[src/rtl/uart_rx_oversampled.sv]
`default_nettype none
// ==========================================================================
// uart_rx_oversampled : oversampled UART receiver with ready/ack delivery,
//                       framing-error pulse and sticky overrun status.
// Rev 1.0
// ==========================================================================
module uart_rx_oversampled #(
  parameter int OVERSAMPLING = 16,
  parameter int DATA_BITS    = 8
) (
  input  logic                 clk,
  input  logic                 rst,
  input  logic                 tick,
  input  logic                 rx,
  input  logic                 data_ack,
  output logic [DATA_BITS-1:0] data_out,
  output logic                 data_ready,
  output logic                 frame_err,
  output logic                 overrun,
  output logic                 busy
);
  localparam int SW = $clog2(OVERSAMPLING);
  localparam int BW = $clog2(DATA_BITS + 1);
  localparam logic [SW-1:0] S_HALF = SW'(OVERSAMPLING / 2 - 1);
  localparam logic [SW-1:0] S_LAST = SW'(OVERSAMPLING - 1);
  localparam logic [BW-1:0] B_LAST = BW'(DATA_BITS - 1);

  typedef enum logic [1:0] {
    IDLE  = 2'd0,
    START = 2'd1,
    DATA  = 2'd2,
    STOP  = 2'd3
  } state_t;

  state_t                 state_q, state_d;
  logic                   sync1_q, sync1_d;
  logic                   sync2_q, sync2_d;
  logic                   prev_q, prev_d;
  logic [SW-1:0]          s_cnt_q, s_cnt_d;
  logic [BW-1:0]          bit_cnt_q, bit_cnt_d;
  logic [DATA_BITS-1:0]   shift_q, shift_d;
  logic [DATA_BITS-1:0]   data_out_q, data_out_d;
  logic                   data_ready_q, data_ready_d;
  logic                   frame_err_q, frame_err_d;
  logic                   overrun_q, overrun_d;
  logic                   busy_q, busy_d;

  always_comb begin
    sync1_d      = rx;
    sync2_d      = sync1_q;
    prev_d       = sync2_q;
    state_d      = state_q;
    s_cnt_d      = s_cnt_q;
    bit_cnt_d    = bit_cnt_q;
    shift_d      = shift_q;
    data_out_d   = data_out_q;
    data_ready_d = data_ready_q;
    overrun_d    = overrun_q;
    frame_err_d  = 1'b0;

    if (data_ready_q && data_ack) begin
      data_ready_d = 1'b0;
      overrun_d    = 1'b0;
    end

    case (state_q)
      IDLE: begin
        // Only a true high-to-low transition starts a frame; a held break does not.
        if (prev_q && !sync2_q) begin
          state_d = START;
          s_cnt_d = '0;
        end
      end
      START: begin
        if (tick) begin
          if (s_cnt_q == S_HALF) begin
            s_cnt_d   = '0;
            bit_cnt_d = '0;
            state_d   = sync2_q ? IDLE : DATA;
          end else begin
            s_cnt_d = s_cnt_q + 1'b1;
          end
        end
      end
      DATA: begin
        if (tick) begin
          if (s_cnt_q == S_LAST) begin
            s_cnt_d   = '0;
            shift_d   = {sync2_q, shift_q[DATA_BITS-1:1]};
            bit_cnt_d = bit_cnt_q + 1'b1;
            if (bit_cnt_q == B_LAST) state_d = STOP;
          end else begin
            s_cnt_d = s_cnt_q + 1'b1;
          end
        end
      end
      STOP: begin
        if (tick) begin
          if (s_cnt_q == S_LAST) begin
            s_cnt_d = '0;
            state_d = IDLE;
            if (sync2_q) begin
              // A coincident ack consumes the old word, never the one arriving now.
              data_out_d   = shift_q;
              data_ready_d = 1'b1;
              if (data_ready_q && !data_ack) overrun_d = 1'b1;
            end else begin
              frame_err_d = 1'b1;
            end
          end else begin
            s_cnt_d = s_cnt_q + 1'b1;
          end
        end
      end
      default: state_d = IDLE;
    endcase

    busy_d = (state_d != IDLE);
  end

  always_ff @(posedge clk or negedge rst) begin
    if (!rst) begin
      state_q      <= IDLE;
      sync1_q      <= 1'b1;
      sync2_q      <= 1'b1;
      prev_q       <= 1'b1;
      s_cnt_q      <= '0;
      bit_cnt_q    <= '0;
      shift_q      <= '0;
      data_out_q   <= '0;
      data_ready_q <= 1'b0;
      frame_err_q  <= 1'b0;
      overrun_q    <= 1'b0;
      busy_q       <= 1'b0;
    end else begin
      state_q      <= state_d;
      sync1_q      <= sync1_d;
      sync2_q      <= sync2_d;
      prev_q       <= prev_d;
      s_cnt_q      <= s_cnt_d;
      bit_cnt_q    <= bit_cnt_d;
      shift_q      <= shift_d;
      data_out_q   <= data_out_d;
      data_ready_q <= data_ready_d;
      frame_err_q  <= frame_err_d;
      overrun_q    <= overrun_d;
      busy_q       <= busy_d;
    end
  end

  assign data_out   = data_out_q;
  assign data_ready = data_ready_q;
  assign frame_err  = frame_err_q;
  assign overrun    = overrun_q;
  assign busy       = busy_q;

endmodule
`default_nettype wire

[config.mk]
export PLATFORM = sky130hd
export DESIGN_NAME = uart_rx_oversampled
export DESIGN_NICKNAME = d
export VERILOG_FILES = /design/src/rtl/uart_rx_oversampled.sv
export SDC_FILE = /design/constraint.sdc
export NUM_CORES = 1
export LEC_CHECK = 0
export CAP_MARGIN = 10
export CORE_UTILIZATION = 26
export CTS_BUF_LIST = sky130_fd_sc_hd__clkbuf_16
export DETAILED_ROUTE_END_ITERATION = 7
export GPL_ROUTABILITY_DRIVEN = 0
export PLACE_DENSITY = 0.51
export SKIP_CTS_REPAIR_TIMING = 1
export SLEW_MARGIN = 20
export SYNTH_ARGS = -nofsm -noshare
export SYNTH_HDL_FRONTEND = slang
export SYNTH_SLANG_ARGS = --single-unit
[constraint.sdc]
create_clock -name clk -period 2.6 [get_ports clk]
set_input_delay 0.52 -clock clk [delete_from_list [all_inputs] [get_ports clk]]
set_output_delay 0.52 -clock clk [all_outputs]
set_load 0.01 [all_outputs]
==> results of run 1 <==
[through the flow]
step                cells  total power, mW
floorplan             124            0.890
global placement      208            0.922
detailed placement    208            0.933
CTS                   216             1.60
global route          216             1.68
finish                216             1.58
[power by group through the flow]
stage               clock [mW]  combinational (mW)  sequential, mW
floorplan                    0               0.282           0.608
global route             0.706               0.283           0.693
detailed placement           0               0.247           0.686
finish                   0.656               0.244           0.679
global placement             0               0.240           0.682
CTS                      0.673               0.245           0.680
[kinds of logic after synthesis]
logic type      Yosys count  share of synthesized area
fa+ha+maj                 2                     0.0164
compound gates           25                      0.110
mux                      17                      0.125
buf+inv                  14                     0.0501
flops                    33                      0.545
simple gates             31                      0.142
xor+xnor                  2                     0.0115
[routing by layer]
metal | track usage | share of wire
met5 | 0 | 0
met4 | 0.0444 | 0.017
met3 | 0.0465 | 0.035
met2 | 0.172 | 0.48
met1 | 0.134 | 0.46
[final cells by class]
class                           instances  area, um^2
Fill cell                             563        3670
Sequential cell                        33         830
Multi-Input combinational cell         77         617
Timing Repair Buffer                   17         168
Clock buffer                            5         125
Tap cell                               72        90.1
Clock inverter                          3        41.3
Inverter                                9        33.8
[worst reg2reg max path, stage by stage (launching register included)]
cell and delay [ns]:
dfrtp_1 0.37, ha_1 0.30, nand3_1 0.24, nor3_2 0.32, mux2_2 0.37
[state kept, by name, summed over array words and instances, names as in the netlist, named ones only]
register	cells
busy	1
shift_q	8
prev_q	1
bit_cnt_q	4
sync1_q	1
s_cnt_q	4
frame_err	1
data_ready	1
state_q	2
prev_d	1
data_out	8
[cells in the mapped netlist, types with 2 or more instances]
| master | number |
|---|---|
| and3_1 | 2 |
| a221oi_1 | 2 |
| dfstp_2 | 3 |
| nand3_1 | 4 |
| buf_2 | 2 |
| o21ai_0 | 8 |
| nand2b_1 | 3 |
| ha_1 | 2 |
| a31oi_1 | 2 |
| a21oi_1 | 2 |
| nor4_1 | 3 |
| nand2_1 | 4 |
| nor2_1 | 3 |
| xor2_1 | 2 |
| o22ai_1 | 2 |
| a211oi_1 | 2 |
| o2111ai_1 | 2 |
| inv_1 | 9 |
| mux2_2 | 16 |
| dfrtp_1 | 30 |
[path summary, 6_finish.rpt]
check | endpoint | slack (ns) | startpoint | cells after the start
hold / removal | prev_d | 0.35 | sync1_q | 0
max in group asynchronous | prev_q | 1.63 | rst | 2
hold reg to reg | prev_d | 0.35 | sync1_q | 0
setup / recovery | shift_q[5] | 0.74 | tick | 4
setup reg to reg | shift_q[5] | 0.88 | s_cnt_q[0] | 4
min in group asynchronous | shift_q[0] | 0.65 | rst | 2
==> summary.md, run 1 <==
| Metric | Value |
|---|---|
| Post-synth cell types | 41 |
| Core area | 0.00557 mm^2 |
| Crit Path Max Fanout | 5 |
| Fin. max-slew vios | 0 |
| GRT overflow | 0 |
| Cells after synthesis | 124 |
| Total global-route track usage | 0.111 |
| Highest Clock Rate | 538 MHz |
| Syn nets | 131 |
| Fraction of layout cells with a size suffix above 1 | 0.236 |
| Die Ht | 78.5 um |
| Global-route wire length before repair | 5.09 mm |
| Worst hold path class | reg2reg |
| Setup Slack @ Placement | 0.474 ns |
| Slowest CP cell | clkdlybuf4s50_1 |
| # rows | 27 |
| Post-synth EDFFs | 0 |
| Worst vdd ir | 0.272 mV |
| Outcome | finished, final reports clean |
| CTS tree | yes |
| Tmin final | 1.86 ns |
| Data arrival, critical path | 2.02 ns |
| Synthesis-to-layout area growth | 25.1% |
| Worst-skew pair later-pin latency | 0.27 ns |
| NetSw | 455 uW |
| Post-DP Area | 0.00174 mm^2 |
| Setup slack after layout | 0.742 ns |
| Starting Density | 0.273 |
| Largest area contributor in the synthesized netlist | dfrtp_1 |
| Internal Power | 1.12 mW |
| Vias per Instance | 4.68 |
| Setup Skew | 0.00183 ns |
| Final core occ | 0.342 |
| Final non-filler cell area | 0.00190 mm^2 |
| Yosys warns | 0 |
| H-tree depth | 2 |
| Final #Nets | 150 |
| DR WL/cell | 13.0 um |
| P_leak | 0.795 nW |
| Num CTS Buffers | 5 |
| Most frequent cells in the layout | 30 x dfrtp_1, 16 x mux2_2, 16 x clkdlybuf4s50_1 |
| Via Count | 1011 |
| Fin crit share | 0.715 |
| Area of the die | 0.00617 mm^2 |
| Clk sinks | 33 |
| Ports | 17 |
| Largest net degree at the start of global routing | 34 |
| Max cap viols | 0 |
| Worst Path Buf+Inv | 1 |
| Pwr dens | 829 mW/mm^2 |
| I/O Buffers | 16 |
| Commonest non-fill, non-tap cell in the layout | dfrtp_1 |
| Ant diodes | 0 |
| Sequential area share after synthesis | 0.545 |
| Final ANT Viol Nets | 0 |
| Largest stage delay on the critical path | 0.58 ns |
| Worst-Margin Slew | 0.466 ns |
| WHS | 0.355 ns |
| Worst setup EP type | register |
| Crit-path cells | clkdlybuf4s50_1, nand3_1, nor3_2, mux2_2 |
| First-pass iteration count of the detailed router | 4 |
| Sequential share of power | 0.430 |
| DR DRC count | 0 |
| Switching Fraction | 0.289 |
| Critical Path RT | 2.76 ns |
| RSZ-0062 raised after global routing | false |
| Slew headroom | 0.689 |
| Clk pin slew, worst setup/hold paths | 0.05 ns |
| # setup viols final | 0 |
| CTS Buffer Depth | 2 |
| Post-synth top area share | 0.493 |
| Yosys reg bits | 33 |
| CP Class | in2reg |
| WL final | 2.80 mm |
| Root Buffer | clkbuf_16 |
| Detailed router's first-iteration violation count | 93 |
| Setup TNS | 0 ns |
| Syn avg cell area | 12.3 um^2 |
| Initial antenna violation count | 0 |
| Largest cells by area after synthesis | dfrtp_1 49%, mux2_2 12%, dfstp_2 5.2% |
| Clock power frac | 0.416 |
| Synth async-reset ratio | 1.00 |
| Worst setup SP type | input pin |
| Worst path top cell family by delay | buffers and inverters |
| Die W | 78.5 um |
| Hold Fails Final Rpt | 0 |
| Hpwl dp | 1.94 mm |
| Comb pwr share | 0.154 |
| Cell area after synthesis | 0.00152 mm^2 |
| Most used flip-flop cell after synthesis | dfrtp_1 |
| Vias in the first global route | 1088 |
Note: power is estimated with default switching activity, not from simulation.
==> run 2: changes to the inputs <==
clock period = 1.9 ns   (was 2.6 ns; I/O delays follow)
==> summary.md, run 2 (synthesis gave the netlist of run 1 again) <==
| Metric | Value |
|---|---|
| Final non-filler cell area | 0.00195 mm^2 (+2.2%) |
| Fin crit share | 0.864 |
| Critical path endpoint | bit_cnt_q[2] |
| Detailed router's first-iteration violation count | 44 (-53%) |
| Total global-route track usage | 0.109 (-0.00162) |
| Worst hold path class | reg2reg |
| Fraction of layout cells with a size suffix above 1 | 0.267 (+0.0306) |
| Setup Skew | 0.00387 ns (+0.00204 ns) |
| Met2 Resource Use GR | 0.183 (+0.0113) |
| Crit Path Max Fanout | 5 (unchanged) |
| Vias in the first global route | 1123 (+3.2%) |
| Worst path top cell family by delay | buffers and inverters |
| GRT overflow | 0 (unchanged) |
| Met1 Usage GRT | 0.125 (-0.00902) |
| Ports | 17 (unchanged) |
| Largest net degree at the start of global routing | 34 (unchanged) |
| Hold Fails Final Rpt | 0 (unchanged) |
| First-pass iteration count of the detailed router | 4 (unchanged) |
| Hold path start | sync1_q |
| Fin. max-slew vios | 0 (unchanged) |
| Slew headroom | 0.723 (+0.0334) |
| Initial antenna violation count | 0 (unchanged) |
| Root Buffer | clkbuf_16 |
| R2r startpoint | s_cnt_q[0] |
| Tmin final | 1.64 ns |
| CTS Buffer Depth | 2 (unchanged) |
| # setup viols final | 0 (unchanged) |
| Critical Path RT | 2.06 ns (-0.70 ns) |
| Worst Path Buf+Inv | 2 (+1) |
| Area of the die | 0.00617 mm^2 (unchanged) |
| Slowest CP cell | clkdlybuf4s50_1 |
| Post-DP Area | 0.00178 mm^2 (+2.6%) |
| Setup slack, reg-to-reg | 0.27 ns (-0.61 ns) |
| Worst setup EP type | register |
| FILL cells | 552 (-2.0%) |
| Num CTS Buffers | 5 (unchanged) |
| Outcome | finished, final reports clean |
| Post-Layout Cell Count | 222 (+2.8%) |
| Ant diodes | 0 (unchanged) |
| Largest stage delay on the critical path | 0.58 ns (about the same) |
| # rows | 27 (unchanged) |
| Core area | 0.00557 mm^2 (unchanged) |
| Vias per Instance | 4.70 (+0.47%) |
| GRT busiest layer | met2 |
| Path depth of the worst reg2reg path | 5 (+1) |
| Max cap viols | 0 (unchanged) |
| Commonest non-fill, non-tap cell in the layout | dfrtp_1 |
| Clk sinks | 33 (unchanged) |
| WHS | 0.355 ns (-0.000254 ns) |
| Die W | 78.5 um (unchanged) |
| Crit-path cells | clkdlybuf4s50_1, and3_1, buf_4, a31oi_1, a211oi_1 |
| Worst-skew pair later-pin latency | 0.27 ns (about the same) |
| CP Class | in2reg |
| Worst setup SP type | input pin |
| Setup TNS | 0 ns (unchanged) |
| I/O Buffers | 16 (unchanged) |
| DR WL/cell | 13.0 um (+0.39%) |
| Setup crit start | tick |
| DR DRC count | 0 (unchanged) |
| WL final | 2.89 mm (+3.2%) |
| Global-route wire length before repair | 5.12 mm (+0.53%) |
| Hpwl dp | 2.06 mm (+5.7%) |
| Placed Cells | 214 (+2.9%) |
| Die Ht | 78.5 um (unchanged) |
| P_leak | 0.832 nW (+4.6%) |
| Data arrival, critical path | 1.80 ns (-0.22 ns) |
| Pwr dens | 1130 mW/mm^2 (+36%) |
| CTS tree | yes |
| Clk pin slew, worst setup/hold paths | 0.05 ns (about the same) |
| Final #Nets | 156 (+4.0%) |
| Reg-to-Reg End | bit_cnt_q[2] |
| Highest Clock Rate | 609 MHz |
| Final ANT Viol Nets | 0 (unchanged) |
| Worst vdd ir | 0.434 mV (+59%) |
| Worst-Margin Slew | 0.416 ns (-0.0500 ns) |
| Synthesis-to-layout area growth | 27.9% |
| Most frequent cells in the layout | 30 x dfrtp_1, 16 x mux2_2, 16 x clkdlybuf4s50_1 |
| Met3 Usage GRT | 0.0384 (-0.00814) |
| RSZ-0062 raised after global routing | false |
| Critical Path Stages | 5 (+1) |
| Starting Density | 0.273 (unchanged) |
| Via Count | 1044 (+3.3%) |
| H-tree depth | 2 (unchanged) |
[run 2: how the worst min path moves through the flow]
stage / endpoint / slack [ns] / cells after the start
finish: prev_d / 0.35 / 0
global route: prev_d / 0.36 / 0
CTS: prev_d / 0.36 / 0
detailed placement: prev_d / 0.35 / 0
global placement: prev_d / 0.35 / 0
floorplan: asynchronous set/reset pin / 0.08 / 0
[run 2: worst register-to-register path, delay by kind of cell (launching register included)]
kind	cells	cell delay [ns]
compound gates	2	0.35
fa+ha+maj	1	0.30
buf+inv	1	0.17
flops	1	0.38
simple gates	1	0.32
[run 2: metrics by stage]
step	utilization	power [mW]	setup WS, ns
2_1_floorplan	-	1.22	0.372
3_3_place_gp	0.320	1.31	0.0165
3_5_place_dp	0.320	1.33	0.00303
4_1_cts	0.349	2.23	0.285
5_1_grt	0.349	2.33	0.165
6_report	0.349	2.20	0.259
[run 2: final cells by class]
cell class	instances	area, um^2	share of cell area
flip-flops and latches	33	830	0.426
well taps	72	90.1	0.0463
multi-input cells	77	617	0.317
clock inverters	3	38.8	0.0199
inverters	9	33.8	0.0174
clock buffers	5	125	0.0643
repair buffers	23	213	0.109
[run 2: where the power goes]
part	internal, mW	switching, mW	leakage, nW
registers	0.779	0.135	0.433
clock network	0.610	0.274	0.0850
logic	0.182	0.216	0.314
[run 2: layer usage]
metal	vias to the layer above	wire length (um)
met5	-	0
met4	0	63
met3	9	101
met2	19	1460
met1	516	1270
li1	500	-
==> run 3: changes to the inputs <==
CTS_CLUSTER_SIZE = 16   (was not set)
==> results of run 3 <==
Same layout as run 2: the final DEF is identical, and so are final timing and power.
